## src/rtl/axi_math_pkg.sv

```systemverilog
// Width helpers shared by the AXI leaf blocks.
package axi_math_pkg;

  function automatic int idx_width(input int n);
    return (n <= 1) ? 1 : $clog2(n);
  endfunction

  function automatic int next_pow2(input int n);
    return (n <= 1) ? 1 : (1 << $clog2(n));
  endfunction

endpackage

```

## src/rtl/axi_pkg.sv

```systemverilog
// Shared AXI response encoding.
package axi_pkg;

  typedef logic [1:0] axi_resp_t;

  localparam axi_resp_t RESP_OKAY   = 2'b00;
  localparam axi_resp_t RESP_EXOKAY = 2'b01;
  localparam axi_resp_t RESP_SLVERR = 2'b10;
  localparam axi_resp_t RESP_DECERR = 2'b11;

endpackage

```

## src/rtl/axi_lite_regfile.sv

```systemverilog
// Register bank: one byte-strobed write port, one combinational read port,
// and the flattened contents for software-visible taps.
module axi_lite_regfile #(
  parameter int DATA_WIDTH = 32,
  parameter int NUM_REGS   = 8,
  parameter int IDX_W      = 3
) (
  input  logic                           i_clk,
  input  logic                           i_rst,
  input  logic                           i_we,
  input  logic [IDX_W-1:0]               i_widx,
  input  logic [DATA_WIDTH-1:0]          i_wdata,
  input  logic [DATA_WIDTH/8-1:0]        i_wstrb,
  input  logic [IDX_W-1:0]               i_ridx,
  output logic [DATA_WIDTH-1:0]          o_rdata,
  output logic [NUM_REGS*DATA_WIDTH-1:0] o_regs
);

  localparam int STRB_W = DATA_WIDTH / 8;

  logic [DATA_WIDTH-1:0] r_mem [NUM_REGS];

  always_ff @(posedge i_clk) begin
    if (i_rst) begin
      for (int k = 0; k < NUM_REGS; k++) r_mem[k] <= '0;
    end else if (i_we) begin
      for (int k = 0; k < NUM_REGS; k++) begin
        if (i_widx == IDX_W'(k)) begin
          for (int b = 0; b < STRB_W; b++) begin
            if (i_wstrb[b]) r_mem[k][b*8 +: 8] <= i_wdata[b*8 +: 8];
          end
        end
      end
    end
  end

  // Explicit mux keeps indices beyond NUM_REGS-1 well defined (they read 0).
  always_comb begin
    o_rdata = '0;
    for (int k = 0; k < NUM_REGS; k++) begin
      if (i_ridx == IDX_W'(k)) o_rdata = r_mem[k];
    end
  end

  for (genvar g = 0; g < NUM_REGS; g++) begin : g_regs
    assign o_regs[g*DATA_WIDTH +: DATA_WIDTH] = r_mem[g];
  end

endmodule

```

## src/rtl/axi_lite_reg_slave.sv

```systemverilog
// AXI4-Lite leaf target: independent AW/W capture, one outstanding B and R,
// out-of-range accesses answered with SLVERR.
module axi_lite_reg_slave
  import axi_pkg::*;
  import axi_math_pkg::*;
#(
  parameter int                    ADDR_WIDTH = 32,
  parameter int                    DATA_WIDTH = 32,
  parameter int                    NUM_REGS   = 8,
  parameter logic [ADDR_WIDTH-1:0] BASE_ADDR  = '0
) (
  input  logic                           clk_i,
  input  logic                           rst_i,
  input  logic [ADDR_WIDTH-1:0]          awaddr_i,
  input  logic                           awvalid_i,
  output logic                           awready_o,
  input  logic [DATA_WIDTH-1:0]          wdata_i,
  input  logic [DATA_WIDTH/8-1:0]        wstrb_i,
  input  logic                           wvalid_i,
  output logic                           wready_o,
  output logic [1:0]                     bresp_o,
  output logic                           bvalid_o,
  input  logic                           bready_i,
  input  logic [ADDR_WIDTH-1:0]          araddr_i,
  input  logic                           arvalid_i,
  output logic                           arready_o,
  output logic [DATA_WIDTH-1:0]          rdata_o,
  output logic [1:0]                     rresp_o,
  output logic                           rvalid_o,
  input  logic                           rready_i,
  output logic [NUM_REGS*DATA_WIDTH-1:0] regs_o
);

  localparam int STRB_W     = DATA_WIDTH / 8;
  localparam int BYTE_SHIFT = $clog2(STRB_W);
  localparam int IDX_W      = idx_width(NUM_REGS);
  localparam logic [ADDR_WIDTH-1:0] NUM_REGS_A = ADDR_WIDTH'(NUM_REGS);

  // Handshakes: a transfer happens on an edge where valid && ready are both
  // high; once a response is valid it is held unchanged until its ready.
  logic                  r_aw_held, r_w_held;
  logic [ADDR_WIDTH-1:0] r_awaddr;
  logic [DATA_WIDTH-1:0] r_wdata;
  logic [STRB_W-1:0]     r_wstrb;
  logic                  r_bvalid, r_rvalid;
  axi_resp_t             r_bresp, r_rresp;
  logic [DATA_WIDTH-1:0] r_rdata;

  logic                  w_aw_hs, w_w_hs, w_ar_hs, w_commit;
  logic                  w_wr_hit, w_rd_hit;
  logic [ADDR_WIDTH-1:0] w_waddr, w_woff, w_wword, w_roff, w_rword;
  logic [DATA_WIDTH-1:0] w_wdata, w_rf_rdata;
  logic [STRB_W-1:0]     w_wstrb;
  logic [IDX_W-1:0]      w_widx, w_ridx;

  assign awready_o = !rst_i && !r_aw_held && !r_bvalid;
  assign wready_o  = !rst_i && !r_w_held && !r_bvalid;
  assign arready_o = !rst_i && !r_rvalid;

  assign w_aw_hs  = awvalid_i && awready_o;
  assign w_w_hs   = wvalid_i && wready_o;
  assign w_ar_hs  = arvalid_i && arready_o;
  assign w_commit = (r_aw_held || w_aw_hs) && (r_w_held || w_w_hs);

  // Same-cycle handshakes bypass the holding registers.
  assign w_waddr = r_aw_held ? r_awaddr : awaddr_i;
  assign w_wdata = r_w_held ? r_wdata : wdata_i;
  assign w_wstrb = r_w_held ? r_wstrb : wstrb_i;

  assign w_woff   = w_waddr - BASE_ADDR;
  assign w_wword  = w_woff >> BYTE_SHIFT;
  assign w_wr_hit = (w_waddr >= BASE_ADDR) && (w_wword < NUM_REGS_A);
  assign w_widx   = w_wword[IDX_W-1:0];

  assign w_roff   = araddr_i - BASE_ADDR;
  assign w_rword  = w_roff >> BYTE_SHIFT;
  assign w_rd_hit = (araddr_i >= BASE_ADDR) && (w_rword < NUM_REGS_A);
  assign w_ridx   = w_rword[IDX_W-1:0];

  axi_lite_regfile #(
    .DATA_WIDTH (DATA_WIDTH),
    .NUM_REGS   (NUM_REGS),
    .IDX_W      (IDX_W)
  ) u_regfile (
    .i_clk   (clk_i),
    .i_rst   (rst_i),
    .i_we    (w_commit && w_wr_hit),
    .i_widx  (w_widx),
    .i_wdata (w_wdata),
    .i_wstrb (w_wstrb),
    .i_ridx  (w_ridx),
    .o_rdata (w_rf_rdata),
    .o_regs  (regs_o)
  );

  always_ff @(posedge clk_i) begin
    if (rst_i) begin
      r_aw_held <= 1'b0;
      r_w_held  <= 1'b0;
      r_awaddr  <= '0;
      r_wdata   <= '0;
      r_wstrb   <= '0;
      r_bvalid  <= 1'b0;
      r_bresp   <= RESP_OKAY;
    end else if (w_commit) begin
      r_aw_held <= 1'b0;
      r_w_held  <= 1'b0;
      r_bvalid  <= 1'b1;
      r_bresp   <= w_wr_hit ? RESP_OKAY : RESP_SLVERR;
    end else begin
      if (w_aw_hs) begin
        r_aw_held <= 1'b1;
        r_awaddr  <= awaddr_i;
      end
      if (w_w_hs) begin
        r_w_held <= 1'b1;
        r_wdata  <= wdata_i;
        r_wstrb  <= wstrb_i;
      end
      if (r_bvalid && bready_i) r_bvalid <= 1'b0;
    end
  end

  // Read samples the bank before any same-edge write lands.
  always_ff @(posedge clk_i) begin
    if (rst_i) begin
      r_rvalid <= 1'b0;
      r_rresp  <= RESP_OKAY;
      r_rdata  <= '0;
    end else if (w_ar_hs) begin
      r_rvalid <= 1'b1;
      r_rresp  <= w_rd_hit ? RESP_OKAY : RESP_SLVERR;
      r_rdata  <= w_rd_hit ? w_rf_rdata : '0;
    end else if (r_rvalid && rready_i) begin
      r_rvalid <= 1'b0;
    end
  end

  assign bvalid_o = r_bvalid;
  assign bresp_o  = r_bresp;
  assign rvalid_o = r_rvalid;
  assign rresp_o  = r_rresp;
  assign rdata_o  = r_rdata;

endmodule

```

## config.mk

```make
export PLATFORM = sky130hd
export DESIGN_NAME = axi_lite_reg_slave
export DESIGN_NICKNAME = d
export VERILOG_FILES = /design/src/rtl/axi_math_pkg.sv /design/src/rtl/axi_pkg.sv /design/src/rtl/axi_lite_regfile.sv /design/src/rtl/axi_lite_reg_slave.sv
export SDC_FILE = /design/constraint.sdc
export NUM_CORES = 1
export LEC_CHECK = 0
export CAP_MARGIN = 20
export CORE_MARGIN = 2
export CORE_UTILIZATION = 30
export CTS_BUF_LIST = sky130_fd_sc_hd__clkbuf_8
export DETAILED_ROUTE_END_ITERATION = 7
export GPL_ROUTABILITY_DRIVEN = 0
export PLACE_DENSITY_LB_ADDON = 0.15
export SETUP_SLACK_MARGIN = 0.2
export SLEW_MARGIN = 20
export SYNTH_ARGS = -nofsm -noshare
export SYNTH_HDL_FRONTEND = slang
export SYNTH_HIERARCHICAL = 1
export SYNTH_SLANG_ARGS = --single-unit
```

## constraint.sdc

```tcl
create_clock -name clk_i -period 2.8 [get_ports clk_i]
set_input_delay 0.56 -clock clk_i [delete_from_list [all_inputs] [get_ports clk_i]]
set_output_delay 0.56 -clock clk_i [all_outputs]
set_load 0.01 [all_outputs]
```

# == Word-level counts from Yosys, hierarchy flattened ==
# Memories as Yosys holds them, arrays and structs flattened.
# Index checks and enable logic that the tools add are counted.
# op_classes
addsub,0
n_mul,0
n_div,0
n_lt_le_gt_ge,4
n_eq_ne,14
n_shift,0
muxes,184
n_bitwise,33
reduce_logical,28
# ops
operator,n
$mux W32,11
$mux W8,32
$mux W1,138
$ge A32 B1 Y1 const B,2
$lt A30 B4 Y1 const B,2
$or A1 B1 Y1,32
$eq A3 B3 Y1 const B,8
$logic_and A1 B1 Y1,14
$eq A3 B2 Y1 const B,4
$eq A3 B1 Y1 const B,2
$logic_not A3 Y1,2
$logic_not A1 Y1,5
$mux W2,2
$mux W4,1
$reduce_and A2 Y1,2
$reduce_bool A2 Y1,2
$logic_or A1 B1 Y1,2
$reduce_or A2 Y1,1
$not A1 Y1,1
# totals
ff_bits,108
latch_bits,0
mem_bits_rw,256
mem_bits_ro,0
input_bits,107
out_inout_bits,297
elab_cells,274
memories,1
# memory_table
name,words,word_bits,rd,rd_clocked_by_memory_dff,wr,line,rtl
u_regfile.r_mem,8,32,8,0,8,axi_lite_regfile.sv:21,logic [DATA_WIDTH-1:0] r_mem [NUM_REGS];

# == Logic depth before layout (Yosys ltp) ==
# Gate-level depths: netlist of run 1.
# logic_depth
word_depth,11
mapped_depth,11
ltp_nobuf,8

# == Cells and area by module ==
# Netlist of run 1, hierarchy kept.
# by_module_without_submodules
mod,instances,cells_each,area_per_inst_um2,seq_area_each_um2
axi_lite_regfile,1,852,11338.4,7687.4
axi_lite_reg_slave,1,575,4638.2,2082.0

# == Worst setup path after synthesis of run 1 ==
# No wires, ideal clock.
# synth_timing
path_kind,input to register
start,in rst_i
end,"mem u_regfile.r_mem[3][4] (netlist: u_regfile/r_mem[0][100]), enable pin"
setup_ns,0.334
arrival_time_ns,2.596
required_ns,2.466
setup_slack_ns,-0.131
cell_stages,10
path_buffers,2
cell_sequence,buf_6 -> a2bb2oi_1 -> nor3_1 -> a21boi_0 -> and3_1 -> nor2b_1 -> and2_1 -> clkbuf_1 -> nand3_1 -> nand2b_1
# synth_lines
element,line,rtl
from (decl),axi_lite_reg_slave.sv:13,"input logic rst_i,"
to (decl),axi_lite_regfile.sv:21,

# == Final worst setup path of run 1 ==
# layout_timing
start,in rst_i
end,out arready_o
# layout_between
elab_chain_len,2
# layout_lines
element,line,rtl
$logic_not A1 Y1,axi_lite_reg_slave.sv:58,assign arready_o = !rst_i && !r_rvalid;
$logic_and A1 B1 Y1,axi_lite_reg_slave.sv:58,
to (decl),axi_lite_reg_slave.sv:26,"output logic arready_o,"
# Every way passes these cells.

==> results of run 1 <==
## through the flow
step / total power (µW) / TNS (ns)
floorplan: 6829 / 0
global placement: 7780 / -128.06
detailed placement: 7792 / -128.61
CTS: 12500 / 0
global route: 12840 / 0
finish: 12300 / 0
## cell usage after synthesis, types with 27 or more instances
library cell	count
a221o_1	28
dfxtp_1	104
and2b_1	27
nor2b_1	39
edfxtp_1	256
mux2_2	39
o21ai_0	29
nor2_1	213
nand2_1	215
a21oi_1	82
clkbuf_1	52
inv_1	66
nand2b_1	61
mux2i_1	36
o31ai_1	32
## flip-flops by register name (all words and copies together) (netlist names), 4 cells and up
name and flops:
u_regfile/r_mem 256, r_wdata 32, rdata_o 32, r_awaddr 30, r_wstrb 4
## worst max-delay path: stages
cell and delay [ns]:
buf_4 0.10, buf_4 0.62, nor2_1 0.08, clkdlybuf4s50_1 0.51
## layer usage
layer / vias up / wire [µm] / share of wire / global-route usage
met5: - / 25 / 0.00044 / 0
met4: 4 / 1289 / 0.022 / 0.06636
met3: 74 / 3764 / 0.066 / 0.04641
met2: 454 / 27230 / 0.47 / 0.3249
met1: 6222 / 25080 / 0.44 / 0.2687
li1: 5965 / - / - / -
## cell usage in the layout, fill, tap and decap left out, drive strengths merged, types with 36 or more instances in the layout
cell           synthesis  routed
clkdlybuf4s50          0     392
inv                   66      93
clkbuf                53      74
dfxtp                104     104
nor2                 213     213
a21oi                 82      82
nand2                215     215
nand2b                61      61
buf                   35     104
mux2i                 36      36
nor2b                 39      39
mux2                  39      39
edfxtp               256     256
## worst min-delay path by stage
stage | startpoint | endpoint | slack (ns) | depth (start not counted)
floorplan | r_awaddr[2]$_SDFFE_PP0P_ | r_awaddr[2]$_SDFFE_PP0P_ | 0.43 | 2
global placement | r_wdata[1]$_SDFFE_PP0P_ | r_wdata[1]$_SDFFE_PP0P_ | 0.44 | 2
detailed placement | r_wdata[10]$_SDFFE_PP0P_ | r_wdata[10]$_SDFFE_PP0P_ | 0.44 | 2
CTS | rst_i | bvalid_o$_SDFFE_PP0P_ | 0.42 | 3
global route | r_wstrb[0]$_SDFFE_PP0P_ | r_wstrb[0]$_SDFFE_PP0P_ | 0.46 | 2
finish | r_wdata[13]$_SDFFE_PP0P_ | r_wdata[13]$_SDFFE_PP0P_ | 0.45 | 2
## area by class of cell
cell class,count,area (µm²)
Fill cell,4979,29860
Sequential cell,360,9772
Multi-Input combinational cell,914,5662
Timing Repair Buffer,497,5036
Clock buffer,74,1018
Tap cell,688,860.8
Inverter,66,247.7
Clock inverter,44,193.9
Antenna cell,2,5.005
## power groups by stage
| stage | clock, µW | sequential (µW) | combinational (µW) |
|---|---|---|---|
| 5_1_grt | 5040 | 6070 | 1720 |
| 3_3_place_gp | 0 | 6160 | 1620 |
| 3_5_place_dp | 0 | 6170 | 1630 |
| 6_report | 4620 | 6060 | 1620 |
| 4_1_cts | 4810 | 6060 | 1630 |
| 2_1_floorplan | 0 | 6190 | 643 |
## cell families after synthesis
kind of cell	Yosys count	share of synthesized area
muxes	103	0.08998
DFF	360	0.6115
buffers and inverters	154	0.04386
other	1	0.0002347
and+or+nand+nor	618	0.1772
AOI/OAI and AO/OA	191	0.07722
## repair_timing
action / CTS / global route
setup endpoints to repair: 253 / 240
endpoints found under the hold margin: 0 / 0
cloned: 0 / 0
resized for setup: 4 / 5
==> metrics.cfg, run 1 <==
[global_routing]
antenna_found_initial=5
grt_pass1_wl_um=83120
track_usage=0.2019
grt_start_max_net_pins=79
first_global_vias=12580
grt-ovfl-total=0

[layout]
post-route-cell-area_mm2=0.02280
finish.net_count=2013
final-instance-count-excl-fill=2645
utilization=0.4329
area_delta_synth_final_pct=42.68
drive_gt1_frac=0.1448

[setup_path]
worstPathArrival_ns=1.87
worstPathMaxFanout=78
crit_required_ns=2.24
crit_path_start=rst_i
r2r_cells=9
end_kind=primary output
path_class=in -> out
critPathCapture=arready_o
crit_path_start_kind=primary input
r2r-end=u_regfile/r_mem[0][87]$_SDFFCE_PN0P_
r2r_slack_ns=0.37
r2r-start=r_aw_held$_SDFFE_PP0P_

[clocking]
cts_tree=built
cts_max_path_buffers=3
cts.sinks=360
cts_post_setup_buffers_inserted=0
clk_latency_ns=0.63
clock-root-buffer=clkbuf_8
clk_pin_slew_ns=0.05
postCtsHoldBufs=0
htree_levels=3
numCtsBuffers=67

[drt]
vias_per_cell=4.809
drt_wl_total_um=57390
first_iter_violations=965
vias=12720
ant_nets=0
drcViolationCount=0
dr.pass1.iters=6
routed_wire_length_per_instance_um=21.70

[placed_design]
dp.cells=2525
postPlaceCellArea_mm2=0.02156
portBuffers=397
pre_cts_slack_ns=-0.4225
dp.final_hpwl_um=43430

[timing]
hold_viol_final=0
min_period_ns=2.427
tightest_slew_ns=0.7979
setup_ws_ns=0.3725
rsz0062_at_grt=false
skew_ns=0.03028
setup_viol=0
fmax_mhz=412.0
slew_headroom=0.4681
hold_slack_ns=0.4479
post-route-period-util=0.8670
drv_slew=0

[floorplan]
start_util=0.3034
dieArea_mm2=0.05512
io_pins=404
die_w_um=234.8
coreArea_mm2=0.05266
dieHeight_um=234.8
num_rows=84

[pwr]
vdd_drop_max_v=0.0003082
p_int_uw=9125
switchingPower_uw=3174
p_leak_uw=0.008619
p_seq_frac=0.492
power_density_mw_per_mm2=539.5
p_comb_frac=0.132
p_sw_frac=0.2581
p_clk_frac=0.376

[logic_synthesis]
synthTopCellsByArea=edfxtp_1, dfxtp_1, nand2_1
synth_edf_count=256
synth_sequential_area_ratio=0.6115
synthArstFlopShare=0
syn_area_mm2=0.01598
netlist-cell-type-count=41
ys.flop_type=edfxtp_1
ys_ff_latch=360
yosysTopAreaCellShare=0.4812
synth_area_per_cell_um2=11.20
yosysTopAreaCell=edfxtp_1
synth_cells=1427
yosysWarnings=6

[hold_path]
hp-class=reg -> reg

[status]
status=complete, no violations

[job]
drv_cap=0

Note: power is estimated with default switching activity, not from simulation.
==> inputs of run 2 (changes only) <==
--- a/config.mk
+++ b/config.mk
@@ -10,7 +10,7 @@
 export CORE_UTILIZATION = 30
 export CTS_BUF_LIST = sky130_fd_sc_hd__clkbuf_8
 export DETAILED_ROUTE_END_ITERATION = 7
-export GPL_ROUTABILITY_DRIVEN = 0
+export GPL_ROUTABILITY_DRIVEN = 1
 export PLACE_DENSITY_LB_ADDON = 0.15
 export SETUP_SLACK_MARGIN = 0.2
 export SLEW_MARGIN = 20
==> results of run 2 <==
No change in the layout: final DEF, timing and power equal those of run 1.
